<file path="src/rtl/channel_word_assembler.sv">
// rtl/channel_word_assembler.sv - serial-to-parallel assembler for eight channel words with hold-deferred atomic publish
// Shadows fill LSB first during SHIFT; all eight words are copied out together once hold is low.
module channel_word_assembler #(
  parameter int NUM_CH = 8,
  parameter int WIDTH  = 50
) (
  input  logic              clk,
  input  logic              rstn,
  input  logic              start,
  input  logic [NUM_CH-1:0] trigger_channel_mask,
  input  logic [NUM_CH-1:0] ch_din,
  input  logic              hold,
  output logic              busy,
  output logic              done,
  output logic [WIDTH-1:0]  ch0,
  output logic [WIDTH-1:0]  ch1,
  output logic [WIDTH-1:0]  ch2,
  output logic [WIDTH-1:0]  ch3,
  output logic [WIDTH-1:0]  ch4,
  output logic [WIDTH-1:0]  ch5,
  output logic [WIDTH-1:0]  ch6,
  output logic [WIDTH-1:0]  ch7
);

  localparam int CW = $clog2(WIDTH);

  typedef enum logic [1:0] {
    ST_IDLE    = 2'd0,
    ST_SHIFT   = 2'd1,
    ST_PUBLISH = 2'd2
  } state_t;

  state_t            state_q;
  logic [CW-1:0]     cnt_q;
  logic [NUM_CH-1:0] mask_q;
  logic [WIDTH-1:0]  shadow_q [NUM_CH];
  logic [WIDTH-1:0]  shadow_d [NUM_CH];
  logic [WIDTH-1:0]  ch_q     [NUM_CH];
  logic              busy_q;
  logic              done_q;

  // Masked-off channels shift in nothing, so their shadow stays at the zero set on start.
  always_comb begin
    for (int c = 0; c < NUM_CH; c++) begin
      shadow_d[c] = '0;
      if (mask_q[c]) begin
        shadow_d[c] = {ch_din[c], shadow_q[c][WIDTH-1:1]};
      end
    end
  end

  always_ff @(posedge clk or negedge rstn) begin
    if (!rstn) begin
      state_q <= ST_IDLE;
      cnt_q   <= '0;
      mask_q  <= '0;
      busy_q  <= 1'b0;
      done_q  <= 1'b0;
      for (int c = 0; c < NUM_CH; c++) begin
        shadow_q[c] <= '0;
        ch_q[c]     <= '0;
      end
    end else begin
      done_q <= 1'b0;
      case (state_q)
        ST_IDLE: begin
          if (start) begin
            state_q <= ST_SHIFT;
            cnt_q   <= '0;
            mask_q  <= trigger_channel_mask;
            busy_q  <= 1'b1;
            for (int c = 0; c < NUM_CH; c++) begin
              shadow_q[c] <= '0;
            end
          end
        end
        ST_SHIFT: begin
          for (int c = 0; c < NUM_CH; c++) begin
            shadow_q[c] <= shadow_d[c];
          end
          cnt_q <= cnt_q + 1'b1;
          if (cnt_q == CW'(WIDTH - 1)) begin
            state_q <= ST_PUBLISH;
          end
        end
        ST_PUBLISH: begin
          if (!hold) begin
            for (int c = 0; c < NUM_CH; c++) begin
              ch_q[c] <= shadow_q[c];
            end
            done_q  <= 1'b1;
            busy_q  <= 1'b0;
            state_q <= ST_IDLE;
          end
        end
        default: begin
          state_q <= ST_IDLE;
          busy_q  <= 1'b0;
        end
      endcase
    end
  end

  assign busy = busy_q;
  assign done = done_q;
  assign ch0  = ch_q[0];
  assign ch1  = ch_q[1];
  assign ch2  = ch_q[2];
  assign ch3  = ch_q[3];
  assign ch4  = ch_q[4];
  assign ch5  = ch_q[5];
  assign ch6  = ch_q[6];
  assign ch7  = ch_q[7];

endmodule
</file>
<file path="config.mk">
export PLATFORM = sky130hd
export DESIGN_NAME = channel_word_assembler
export DESIGN_NICKNAME = d
export VERILOG_FILES = /design/src/rtl/channel_word_assembler.sv
export SDC_FILE = /design/constraint.sdc
export NUM_CORES = 1
export LEC_CHECK = 0
export BUFFER_PORTS_ARGS = -buffer_cell sky130_fd_sc_hd__buf_4
export CAP_MARGIN = 20
export CORE_ASPECT_RATIO = 1.75
export CORE_MARGIN = 5
export CORE_UTILIZATION = 50
export CTS_BUF_LIST = sky130_fd_sc_hd__clkbuf_8
export DETAILED_ROUTE_END_ITERATION = 8
export GPL_TIMING_DRIVEN = 0
export PLACE_DENSITY = 0.74
export SLEW_MARGIN = 0
export SYNTH_ARGS = -nofsm -noshare
export SYNTH_HDL_FRONTEND = slang
export SYNTH_SLANG_ARGS = --single-unit
export TNS_END_PERCENT = 50
</file>
<file path="constraint.sdc">
create_clock -name clk -period 3.5 [get_ports clk]
set_input_delay 0 -clock clk [delete_from_list [all_inputs] [get_ports clk]]
set_output_delay 0 -clock clk [all_outputs]
set_load 0.02 [all_outputs]
</file>
==> impl_metrics.tcl <==
set metrics [dict create \
    cp_max_fo 10 \
    sw_frac_of_total 0.269 \
    clk_latency_ps 720 \
    cts-htree-levels 3 \
    ys_seq_area_frac 0.692 \
    drt_wl_total_mm 70.6 \
    grt_overflow_total 0 \
    drc 0 \
    root_buffer "clkbuf_8" \
    route.met2.wl_mm 35.6 \
    grt_setup_unrepaired "false" \
    cts_tree "yes" \
    dr.pass1.iters 6 \
    grt_max_degree 130 \
    critPathCaptureType "flip-flop" \
    detail-route-antenna-nets 0 \
    status "completed" \
    clock_sinks 818 \
    p_seq_frac 0.495 \
    dr_wl_met3_mm 5.28 \
    numCtsBuffers 112 \
    synth_nets 1834 \
    worstSetupPathType "reg -> reg" \
    synth_area_leader_cell "dfrtp_1" \
    dieArea_um2 64400 \
    io_buffers 421 \
    first_global_vias 19400 \
    slew_viol_final 0 \
    mostFrequentLayoutCell "dfrtp_1" \
    syn_area_um2 29600 \
    power.internal_w 0.0145 \
    p_clk_frac 0.397 \
    synth.area.top_cells "dfrtp_1, mux2_2, a22o_1, mux2_1, buf_4" \
    fin_setup_tns_ps 0 \
    clock_skew_ps 24.4 \
    viasPerCell 5.49 \
    relSlewSlack 0.493 \
    yosys.area.top_type_share 0.692 \
    drive_gt1_frac 0.436 \
    nFillCells 4402 \
    final_cell_mix "dfrtp_1, buf_4, a22o_1" \
    hold_path_class "in -> reg" \
    boundaryPins 422 \
    final_nets 2398 \
    dpl.hpwl_mm 49.6 \
    yosys_warnings 0 \
    avgSynthCellArea_um2 16.3 \
    place_area_um2 33900 \
    netlist_instances 1812 \
    fin_area_um2 36600 \
    area_growth_pct 23.8 \
    required_ps 4140 \
    setup_viol 0 \
    tightestPinTransition_ps 760 \
    die_w_um 194 \
    cts.path.max_buffers 3 \
    core_area_um2 58900 \
    wirelength_met1_mm 27.6 \
    cap_viol_max_count 0 \
    crit_arrival_ps 2850 \
    powerDensity_nw_per_um2 541 \
    ir_drop_mv 0.375 \
    critPathLaunchType "flip-flop" \
    ff2ff_setup_slack_ps 1280 \
    start_util 0.502 \
    finalPower_w 0.0198 \
    highest_layer "met4" \
    hold_viol_final 0 \
    postCtsSetupBuffers 0 \
    period_needed_ps 2220 \
    num_rows 118 \
    antenna_found_initial 3 \
    chipHeight_um 332 \
    p_leak_nw 19.3 \
    grtUsageTotal 0.219 \
    cts-resized-gates 0 \
    p_comb_frac 0.108 \
    power_switching_w 0.00533 \
    place.gp.congestion 0.785 \
    routedWlPerCell_um 21.7 \
    drtIter0Drc 788 \
    max_freq_mhz 451 \
    yosysUniqueCellTypes 27 \
    vias 17800 \
    clk_pin_slew_ps 70 \
    fin_crit_sh 0.633 \
    cts-hold-fix-buffers 23 \
    grt_pass1_wl_mm 113 \
    ys_ff_latch 818 \
]
-- synth_stat cells (all sizes together) --
cell,count
a21oi,2
a22o,400
and2,8
buf,109
clkbuf,31
dfrtp,818
ha,2
inv,2
mux2,408
mux2i,2
nand2,5
nand2b,3
nand3,1
nand4,2
nor2,4
nor2b,2
nor3b,3
o21a,1
o21ai,3
o21bai,1
o22ai,3
or3,1
xor2,1
-- registers in the layout (all words and copies together), names as in the netlist --
register and flops:
ch2 50, ch4 50, mask_q 8, shadow_q 400, ch6 50, ch1 50
ch7 50, ch3 50, done 1, ch0 50, busy 1, ch5 50
state_q 2, cnt_q 6
-- power by group through the flow --
| stage | sequential, W | clock, W | combinational, W |
|---|---|---|---|
| global placement | 0.00998 | 0 | 0.00206 |
| floorplan | 0.00994 | 0 | 0.00134 |
| finish | 0.00981 | 0.00787 | 0.00215 |
| global route | 0.00983 | 0.00854 | 0.00239 |
| detailed placement | 0.00999 | 0 | 0.00216 |
| CTS | 0.00981 | 0.00812 | 0.00219 |
-- routing by layer --
layer | track usage | up-vias
li1 | - | 7876
met1 | 0.268 | 9334
met2 | 0.369 | 511
met3 | 0.0690 | 120
met4 | 0.0762 | 0
met5 | 0 | -
-- critical path, stage by stage (launching register included) --
cell	delay, ps
dfrtp_1	370
buf_4	160
o21bai_2	300
clkbuf_1	620
buf_1	450
a22o_1	230
-- final cells by class --
| cell class | count | area [um2] | share of cell area |
|---|---|---|---|
| flip-flops and latches | 818 | 20500 | 0.559 |
| multi-input cells | 852 | 8380 | 0.229 |
| repair buffers | 450 | 3580 | 0.0977 |
| clock buffers | 144 | 1980 | 0.0541 |
| well taps | 780 | 976 | 0.0266 |
| plain buffers | 140 | 742 | 0.0202 |
| clock inverters | 60 | 498 | 0.0136 |
| inverters | 2 | 7.51 | 0.000205 |
| diodes | 3 | 7.51 | 0.000205 |
-- kinds of logic after synthesis --
| kind of cell | after synthesis | synth area share |
|---|---|---|
| DFF | 818 | 0.692 |
| muxes | 410 | 0.156 |
| xor gates and xnor gates | 1 | 0.000296 |
| and+or+nand+nor | 29 | 0.00562 |
| adders and majority gates | 2 | 0.000845 |
| buffers and inverters | 142 | 0.0253 |
| AOI/OAI and AO/OA | 410 | 0.120 |
-- final timing paths --
kind | cells after the start | endpoint | startpoint
max | 5 | shadow_q[66] | state_q[0]
min | 3 | mask_q[1] | trigger_channel_mask[1]
max reg2reg | 5 | shadow_q[66] | state_q[0]
min reg2reg | 1 | ch7[35] | ch7[35]
max in group asynchronous | 6 | ch3[28] | rstn
min in group asynchronous | 4 | shadow_q[66] | rstn
-- through the flow --
step / hold WS (ps) / cells / util / worst slack (ps)
after floorplan: -296 / 1812 / - / 1920
after global placement: 220 / 3013 / 0.573 / -6310
after detailed placement: 93.7 / 3019 / 0.576 / 1150
after CTS: 9.51 / 3246 / 0.622 / 1150
after global routing: 57.6 / 3248 / 0.622 / 1080
final: 102 / 3249 / 0.622 / 1280
Power figures use the tool's default switching activity.
